<file path="config.mk">
export PLATFORM = sky130hd
export DESIGN_NAME = wb_write_queue_flat
export DESIGN_NICKNAME = d
export VERILOG_FILES = /design/src/rtl/wb_write_queue_if.sv /design/src/rtl/wb_write_queue.sv /design/src/flat_wrapper.sv
export SDC_FILE = /design/constraint.sdc
export NUM_CORES = 1
export LEC_CHECK = 0
export CAP_MARGIN = 20
export CORE_ASPECT_RATIO = 1.5
export CORE_MARGIN = 2
export CORE_UTILIZATION = 50
export CTS_CLUSTER_DIAMETER = 30
export CTS_CLUSTER_SIZE = 14
export DETAILED_ROUTE_END_ITERATION = 10
export PLACE_DENSITY = 0.72
export SYNTH_ARGS = -nofsm -noshare
export SYNTH_HDL_FRONTEND = slang
export SYNTH_SLANG_ARGS = --single-unit
</file>
<file path="constraint.sdc">
create_clock -name clk_i -period 5.25 [get_ports clk_i]
set_clock_uncertainty 0.1 [all_clocks]
set_input_delay 1.05 -clock clk_i [delete_from_list [all_inputs] [get_ports clk_i]]
set_output_delay 1.05 -clock clk_i [all_outputs]
set_load 0.02 [all_outputs]
</file>
<file path="src/rtl/wb_write_queue_if.sv">
// Bus bundle for the write-back queue: pipeline write requests, drain strobe,
// register-file write port and the two forwarding lookups.
interface wb_write_queue_if #(
    parameter int DEPTH = 4,
    parameter int AW    = 5,
    parameter int DW    = 32
);
    localparam int CW = $clog2(DEPTH) + 1;

    logic          wr_valid_i;
    logic [AW-1:0] wr_addr_i;
    logic [DW-1:0] wr_data_i;
    logic          wr_ready_o;
    logic          drain_en_i;
    logic          regwrite_o;
    logic [AW-1:0] writeaddr_o;
    logic [DW-1:0] writedata_o;
    logic [AW-1:0] rsaddr_i;
    logic [AW-1:0] rtaddr_i;
    logic          rs_hit_o;
    logic          rt_hit_o;
    logic [DW-1:0] rs_data_o;
    logic [DW-1:0] rt_data_o;
    logic [CW-1:0] count_o;

    modport slave (
        input  wr_valid_i, wr_addr_i, wr_data_i, drain_en_i, rsaddr_i, rtaddr_i,
        output wr_ready_o, regwrite_o, writeaddr_o, writedata_o,
               rs_hit_o, rt_hit_o, rs_data_o, rt_data_o, count_o
    );

    modport master (
        output wr_valid_i, wr_addr_i, wr_data_i, drain_en_i, rsaddr_i, rtaddr_i,
        input  wr_ready_o, regwrite_o, writeaddr_o, writedata_o,
               rs_hit_o, rt_hit_o, rs_data_o, rt_data_o, count_o
    );
endinterface

</file>
<file path="src/rtl/wb_write_queue.sv">
// FIFO of pending register writes draining one per enabled cycle into the
// register file, with newest-value forwarding on two lookup addresses.
module wb_write_queue #(
    parameter int DEPTH = 4,
    parameter int AW    = 5,
    parameter int DW    = 32
) (
    input  logic              clk_i,
    input  logic              rst_n_i,
    wb_write_queue_if.slave   bus
);
    localparam int PW = $clog2(DEPTH);
    localparam int CW = PW + 1;

    logic [AW-1:0] addr_mem [DEPTH];
    logic [DW-1:0] data_mem [DEPTH];

    logic [PW-1:0] head_reg, tail_reg;
    logic [CW-1:0] count_reg, count_next;
    logic          regwrite_reg;
    logic [AW-1:0] waddr_reg;
    logic [DW-1:0] wdata_reg;

    logic full, enq, deq;

    // Refusal when full holds even if a drain frees a slot this same edge.
    assign full = (count_reg == CW'(DEPTH));
    assign enq  = bus.wr_valid_i && !full && (bus.wr_addr_i != '0);
    assign deq  = bus.drain_en_i && (count_reg != '0);

    always_comb begin
        count_next = count_reg;
        case ({enq, deq})
            2'b10:   count_next = count_reg + 1'b1;
            2'b01:   count_next = count_reg - 1'b1;
            default: count_next = count_reg;
        endcase
    end

    // Storage is unreset; entry validity comes from head/count alone.
    always_ff @(posedge clk_i) begin
        if (enq) begin
            addr_mem[tail_reg] <= bus.wr_addr_i;
            data_mem[tail_reg] <= bus.wr_data_i;
        end
    end

    always_ff @(posedge clk_i or negedge rst_n_i) begin
        if (!rst_n_i) begin
            head_reg     <= '0;
            tail_reg     <= '0;
            count_reg    <= '0;
            regwrite_reg <= 1'b0;
            waddr_reg    <= '0;
            wdata_reg    <= '0;
        end else begin
            count_reg    <= count_next;
            regwrite_reg <= deq;
            if (enq) tail_reg <= tail_reg + 1'b1;
            if (deq) begin
                head_reg  <= head_reg + 1'b1;
                waddr_reg <= addr_mem[head_reg];
                wdata_reg <= data_mem[head_reg];
            end
        end
    end

    assign bus.wr_ready_o  = !full;
    assign bus.count_o     = count_reg;
    assign bus.regwrite_o  = regwrite_reg;
    assign bus.writeaddr_o = waddr_reg;
    assign bus.writedata_o = wdata_reg;

    logic [AW-1:0] lk_addr [2];
    logic          lk_hit  [2];
    logic [DW-1:0] lk_data [2];

    assign lk_addr[0]    = bus.rsaddr_i;
    assign lk_addr[1]    = bus.rtaddr_i;
    assign bus.rs_hit_o  = lk_hit[0];
    assign bus.rs_data_o = lk_data[0];
    assign bus.rt_hit_o  = lk_hit[1];
    assign bus.rt_data_o = lk_data[1];

    generate
        for (genvar gi = 0; gi < 2; gi++) begin : g_lookup
            logic [PW-1:0] idx;
            // Scan lowest priority first so later (newer) matches override.
            always_comb begin
                lk_hit[gi]  = 1'b0;
                lk_data[gi] = '0;
                idx         = head_reg;
                if (lk_addr[gi] != '0) begin
                    if (regwrite_reg && (waddr_reg == lk_addr[gi])) begin
                        lk_hit[gi]  = 1'b1;
                        lk_data[gi] = wdata_reg;
                    end
                    for (int k = 0; k < DEPTH; k++) begin
                        idx = head_reg + PW'(k);
                        if ((CW'(k) < count_reg) && (addr_mem[idx] == lk_addr[gi])) begin
                            lk_hit[gi]  = 1'b1;
                            lk_data[gi] = data_mem[idx];
                        end
                    end
                end
            end
        end
    endgenerate
endmodule

</file>
<file path="src/flat_wrapper.sv">
// flat-port wrapper written by rule: the top's interface ports become plain ports
module wb_write_queue_flat 
#(
    parameter int DEPTH = 4,
    parameter int AW    = 5,
    parameter int DW    = 32
)
  (clk_i, rst_n_i, bus_wr_valid_i, bus_wr_addr_i, bus_wr_data_i, bus_drain_en_i, bus_rsaddr_i, bus_rtaddr_i, bus_wr_ready_o, bus_regwrite_o, bus_writeaddr_o, bus_writedata_o, bus_rs_hit_o, bus_rt_hit_o, bus_rs_data_o, bus_rt_data_o, bus_count_o);
  wb_write_queue_if #(.DEPTH(DEPTH), .AW(AW), .DW(DW)) bus_i ();
  input  logic clk_i;
  input  logic rst_n_i;
  input wire logic [$bits(bus_i.wr_valid_i)-1:0] bus_wr_valid_i;
  input wire logic [$bits(bus_i.wr_addr_i)-1:0] bus_wr_addr_i;
  input wire logic [$bits(bus_i.wr_data_i)-1:0] bus_wr_data_i;
  input wire logic [$bits(bus_i.drain_en_i)-1:0] bus_drain_en_i;
  input wire logic [$bits(bus_i.rsaddr_i)-1:0] bus_rsaddr_i;
  input wire logic [$bits(bus_i.rtaddr_i)-1:0] bus_rtaddr_i;
  output wire logic [$bits(bus_i.wr_ready_o)-1:0] bus_wr_ready_o;
  output wire logic [$bits(bus_i.regwrite_o)-1:0] bus_regwrite_o;
  output wire logic [$bits(bus_i.writeaddr_o)-1:0] bus_writeaddr_o;
  output wire logic [$bits(bus_i.writedata_o)-1:0] bus_writedata_o;
  output wire logic [$bits(bus_i.rs_hit_o)-1:0] bus_rs_hit_o;
  output wire logic [$bits(bus_i.rt_hit_o)-1:0] bus_rt_hit_o;
  output wire logic [$bits(bus_i.rs_data_o)-1:0] bus_rs_data_o;
  output wire logic [$bits(bus_i.rt_data_o)-1:0] bus_rt_data_o;
  output wire logic [$bits(bus_i.count_o)-1:0] bus_count_o;
  assign bus_i.wr_valid_i = bus_wr_valid_i;
  assign bus_i.wr_addr_i = bus_wr_addr_i;
  assign bus_i.wr_data_i = bus_wr_data_i;
  assign bus_i.drain_en_i = bus_drain_en_i;
  assign bus_i.rsaddr_i = bus_rsaddr_i;
  assign bus_i.rtaddr_i = bus_rtaddr_i;
  assign bus_wr_ready_o = bus_i.wr_ready_o;
  assign bus_regwrite_o = bus_i.regwrite_o;
  assign bus_writeaddr_o = bus_i.writeaddr_o;
  assign bus_writedata_o = bus_i.writedata_o;
  assign bus_rs_hit_o = bus_i.rs_hit_o;
  assign bus_rt_hit_o = bus_i.rt_hit_o;
  assign bus_rs_data_o = bus_i.rs_data_o;
  assign bus_rt_data_o = bus_i.rt_data_o;
  assign bus_count_o = bus_i.count_o;
  wb_write_queue #(.DEPTH(DEPTH), .AW(AW), .DW(DW)) u_core (.clk_i(clk_i), .rst_n_i(rst_n_i), .bus(bus_i));
endmodule
</file>
## Word level (Yosys, flattened, before mapping)

Memory sizes are Yosys's and may differ from the RTL's.
Index checks and enable logic that the tools add are counted.
W data, S select, Z words.

| storage, ports and cells | value |
|---|---|
| register bits after elaboration | 45 |
| RAM bits | 148 |
| input port bits | 51 |
| output and inout port bits | 108 |
| word-level logic and storage cells | 77 |
| memories | 2 |

| operators by class | value |
|---|---|
| add/subtract/negate cells | 6 |
| $lt $le $gt $ge | 4 |
| equality and inequality tests | 13 |
| mux-type cells | 27 |
| reductions and logical operators | 19 |

Memories:

| memory | depth | bits a word | read ports | clocked after memory_dff | write ports | line | source |
|---|---|---|---|---|---|---|---|
| u_core.data_mem | 4 | 32 | 4 | 0 | 1 | wb_write_queue.sv:16 | `logic [DW-1:0] data_mem [DEPTH];` |
| u_core.addr_mem | 4 | 5 | 4 | 0 | 1 | wb_write_queue.sv:15 | `logic [AW-1:0] addr_mem [DEPTH];` |

Operators by type and width:

| kind | count |
|---|---|
| $mux W32 | 12 |
| $eq A5 B5 Y1 | 10 |
| $reduce_bool A5 Y1 | 3 |
| $mux W1 | 14 |
| $logic_and A1 B1 Y1 | 13 |
| $lt A1 B3 Y1 const A | 2 |
| $lt A2 B3 Y1 const A | 2 |
| $pmux W3 S2 | 1 |
| $add A2 B1 Y2 const B | 2 |
| $add A2 B2 Y2 const B | 2 |
| $add A3 B1 Y3 const B | 1 |
| $eq A3 B3 Y1 const B | 1 |
| $reduce_bool A3 Y1 | 1 |
| $sub A3 B1 Y3 const B | 1 |
| $eq A2 B1 Y1 const B | 1 |
| $eq A2 B2 Y1 const B | 1 |
| $reduce_bool A2 Y1 | 1 |
| $logic_not A1 Y1 | 1 |

## Longest topological paths before layout

| depth | value |
|---|---|
| depth in word-level cells | 8 |
| depth in mapped cells | 11 |
| mapped depth without buffers | 10 |

## Worst setup path after synthesis

OpenSTA, ideal clock, no wires.

| timing path | value |
|---|---|
| path kind | input port to output port |
| start point | input port bus_rtaddr_i[2] |
| end point | output port bus_rt_data_o[21] |
| arrival time | 2.912 ns |
| required time | 4.100 ns |
| setup slack | 1.188 ns |
| stages on the path | 8 |
| cells stage by stage | clkbuf_1 -> xor2_1 -> nor4_1 -> nand3_1 -> o21ba_2 -> buf_6 -> a221oi_1 -> o31ai_1 |

| on the way | value |
|---|---|
| cells in the longest elaborated chain, start to end | 8 |
| elaborated cells on any way between the ends | 17 |

Ends and longest elaborated chain:

| what | line | source |
|---|---|---|
| from (decl) | flat_wrapper.sv:17 | `input wire logic [$bits(bus_i.rtaddr_i)-1:0] bus_rtaddr_i;` |
| $eq A5 B5 Y1 | wb_write_queue.sv:94 | `if (regwrite_reg && (waddr_reg == lk_addr[gi])) begin` |
| $logic_and A1 B1 Y1 | wb_write_queue.sv:94 |  |
| $mux W32 | wb_write_queue.sv:94 |  |
| $mux W32 (4 in series) | wb_write_queue.sv:100 | `if ((CW'(k) < count_reg) && (addr_mem[idx] == lk_addr[gi])) begin` |
| $mux W32 * | wb_write_queue.sv:93 | `if (lk_addr[gi] != '0) begin` |
| to (decl) | flat_wrapper.sv:25 | `output wire logic [$bits(bus_i.rt_data_o)-1:0] bus_rt_data_o;` |

Mark *: on every way between the ends. The rest lies on a longest branch, timed or not.

## Final worst setup path

| timing path | value |
|---|---|
| start point | input port bus_rsaddr_i[1] |
| end point | output port bus_rs_data_o[31] |

| on the way | value |
|---|---|
| cells in the longest elaborated chain, start to end | 8 |
| elaborated cells on any way between the ends | 17 |

Ends and longest elaborated chain:

| what | line | source |
|---|---|---|
| from (decl) | flat_wrapper.sv:16 | `input wire logic [$bits(bus_i.rsaddr_i)-1:0] bus_rsaddr_i;` |
| $eq A5 B5 Y1 | wb_write_queue.sv:94 |  |
| $logic_and A1 B1 Y1 | wb_write_queue.sv:94 |  |
| $mux W32 | wb_write_queue.sv:94 |  |
| $mux W32 (4 in series) | wb_write_queue.sv:100 |  |
| $mux W32 * | wb_write_queue.sv:93 |  |
| to (decl) | flat_wrapper.sv:24 | `output wire logic [$bits(bus_i.rs_data_o)-1:0] bus_rs_data_o;` |

Marks and branches as above.

==> impl_metrics.py <==
metrics = {
    "power": {
        "ir_worst_vdd_mv": 0.337,
        "p_leak_nw": 5.00,
        "power_density_nw_per_um2": 597,
    },
    "synth": {
        "synth_top_area_cell": "edfxtp_1",
        "ys_seq_area_share_pct": 43.2,
        "synth_edf_count": 148,
        "synth-adder-area-share_pct": 0.873,
        "synthFlopType": "edfxtp_1",
        "synth_xor_area_share_pct": 3.80,
        "synthCells": 883,
        "synth-simple-area-share_pct": 4.79,
        "synth_mux_area_share_pct": 29.4,
        "avgSynthCellArea_um2": 14.6,
        "async_flop_share_pct": 23.3,
        "syn_area_um2": 12900,
        "synth_fp_nets": 943,
        "synth-seq-cells": 193,
        "yosys.area.top_type_share_pct": 34.5,
        "yosys_warnings": 0,
        "synth-compound-area-share_pct": 13.3,
        "yosysUniqueCellTypes": 41,
        "synth.area.top_cells": "edfxtp_1, mux4_2, dfrtp_1",
        "synth_top_family_by_area": "multiplexers",
    },
    "layout": {
        "final_cell_mix": "clkdlybuf4s50_1, edfxtp_1, mux4_2",
        "layout.nets": 1067,
        "postLayoutCellArea_um2": 15700,
        "top_register": "u_core.data_mem",
        "final_common_cell": "clkdlybuf4s50_1",
        "fin_cells": 1355,
        "area_growth_pct": 21.7,
        "largest_reg_flops": 128,
        "drive_gt1_share_pct": 29.0,
    },
    "grt": {
        "grt_use_met2_pct": 47.7,
        "grt_pass1_vias": 9893,
        "grt-busiest-layer": "met2",
        "met1_usage_pct": 34.4,
        "grt-ovfl-total": 0,
        "grt_util_met3_pct": 5.05,
        "antenna_found_initial": 1,
        "grt_max_degree": 110,
        "grt_pass1_wl_um": 56500,
        "track_usage_pct": 28.0,
    },
    "routing": {
        "first_iter_violations": 975,
        "wl_per_cell_um": 27.6,
        "viasPerCell": 7.30,
        "ant_nets": 0,
        "drc": 0,
        "firstDrtPassIters": 5,
        "vias": 9892,
        "routed_wirelength_um": 37500,
    },
    "setup_path": {
        "cpMaxStageDelayCell": "clkdlybuf4s50_1",
        "crit_arrival_ps": 4000,
        "crit_path_start_kind": "input pin",
        "crit_required_ps": 4100,
        "path_max_fanout": 15,
        "critical_path_class": "input pin to output port",
        "path_common_cell": "clkdlybuf4s50_1",
        "slowest_delay_ps": 700,
        "crit_chain": "clkdlybuf4s50_1, xor2_1, nor4_1, nand3_1, o21ba_2, buf_12, a221oi_1, o31ai_1, clkdlybuf4s50_1",
        "cp-end-kind": "output port",
    },
    "place": {
        "dp.cells": 1320,
        "portBuffers": 158,
        "hpwl_um": 23500,
        "dpl_cell_area_um2": 15100,
        "globalplace.congestion": 0.839,
    },
    "timing": {
        "worst_pin_slew_ps": 950,
        "slew_headroom_pct": 36.7,
        "timing.fmax_mhz": 194,
        "timing.final.crit_share_pct": 98.2,
        "holdWs_ps": 472,
        "layout_min_cycle_time_ps": 5150,
        "fin_tns_setup_ps": 0,
        "grt_setup_unrepaired": "no",
        "hold_viol": 0,
        "setup_violations": 0,
        "report.final.slew_viol_count": 0,
    },
    "outcome": {
        "status": "complete, no violations",
    },
    "floorplanning": {
        "die_area_um2": 27100,
        "start_util_pct": 50.4,
        "die_h_um": 201,
        "ios": 159,
        "die_x_um": 135,
        "coreArea_um2": 25600,
        "rows": 72,
    },
    "run": {
        "maxCapViolCount": 0,
    },
    "clocking": {
        "clock-sinks": 193,
        "clk_latency_ps": 440,
        "cts_tree": "built",
        "cts-root-buf": "clkbuf_16",
        "htree_num_levels": 4,
        "clk_pin_slew_worst_paths_ps": 70,
        "ctsHoldBuffers": 0,
        "ctsLongestPathBuffers": 2,
        "cts_made_buffers": 17,
    },
    "hold_path": {
        "hold_class": "flip-flop to flip-flop",
    },
}
[cells by family (layout without fill, tap and decap cells)]
kind of cell / count (synthesis) / count (layout)
XOR/XNOR: 56 / 56
flip-flops: 193 / 193
multiplexers: 186 / 186
adder cells (fa/ha/maj): 9 / 9
AO/OA/AOI/OAI: 205 / 205
other: 0 / 2
AND/OR/NAND/NOR: 119 / 119
buffers and inverters: 115 / 252
[synthesized netlist by cell type (5+ instances only)]
cell type	count
a221oi_1	59
a221oi_2	5
a32oi_1	64
buf_2	28
buf_4	8
buf_6	11
clkbuf_1	56
dfrtp_1	45
edfxtp_1	148
ha_1	9
inv_1	7
mux2_2	37
mux4_1	8
mux4_2	140
nand2_1	10
nand4_1	5
nor2_1	17
nor3_1	61
o31ai_1	64
or2_2	5
xnor2_1	33
xor2_1	23
[path summary, 6_finish.rpt]
| path | startpoint | end | slack, ps | cells after the start |
|---|---|---|---|---|
| min in group asynchronous | rst_n_i | u_core.bus.writeaddr_o[2] | 650 | 1 |
| min reg2reg | u_core.bus.writedata_o[4] | u_core.bus.writedata_o[4] | 470 | 1 |
| max in group asynchronous | rst_n_i | u_core.bus.writedata_o[27] | 3560 | 2 |
| max | bus_rsaddr_i[1] | bus_rs_data_o[31] | 100 | 9 |
| min | u_core.bus.writedata_o[4] | u_core.bus.writedata_o[4] | 470 | 1 |
| max reg2reg | u_core.bus.count_o[0] | u_core.data_mem[1][18] | 2130 | 7 |
[worst max-delay path: cells and delay by family]
family | cells | cell delay, ps
AOI/OAI and AO/OA | 3 | 820
xor gates and xnor gates | 1 | 210
buffers and inverters | 3 | 1460
and+or+nand+nor | 2 | 450
[layer usage]
metal / up-vias / routed length, µm
met5: - / 0
met4: 0 / 1600
met3: 119 / 3300
met2: 636 / 19100
met1: 5052 / 13500
li1: 4085 / -
[metrics by stage]
step	util, %	total power [mW]	worst slack (ps)
6_report	61.3	9.37	97.1
5_1_grt	61.3	9.84	19.0
4_1_cts	61.2	9.37	58.1
3_5_place_dp	58.9	8.04	93.8
3_3_place_gp	58.9	7.93	124
2_1_floorplan	-	6.25	1190
[power breakdown]
group	internal, mW	switching [mW]	leakage (nW)
combinational	2.72	2.81	2.84
clock	0.755	0.554	0.283
sequential	2.09	0.442	1.88
total	5.57	3.81	5.00
[repair_timing]
item,4_1_cts,5_1_grt
gates resized for setup,0,7
setup buffers,1,0
setup endpoints to repair,2,26
hold endpoints to repair,0,0
[area by class of cell]
cell class | instances | area, µm²
Sequential cell | 193 | 5580
Clock inverter | 12 | 141
Multi-Input combinational cell | 575 | 6810
Clock buffer | 20 | 447
Timing Repair Buffer | 213 | 2260
Tap cell | 333 | 417
Antenna cell | 2 | 5.00
Inverter | 7 | 26.3
Fill cell | 1994 | 9890
(Power assumes the default switching activity.)
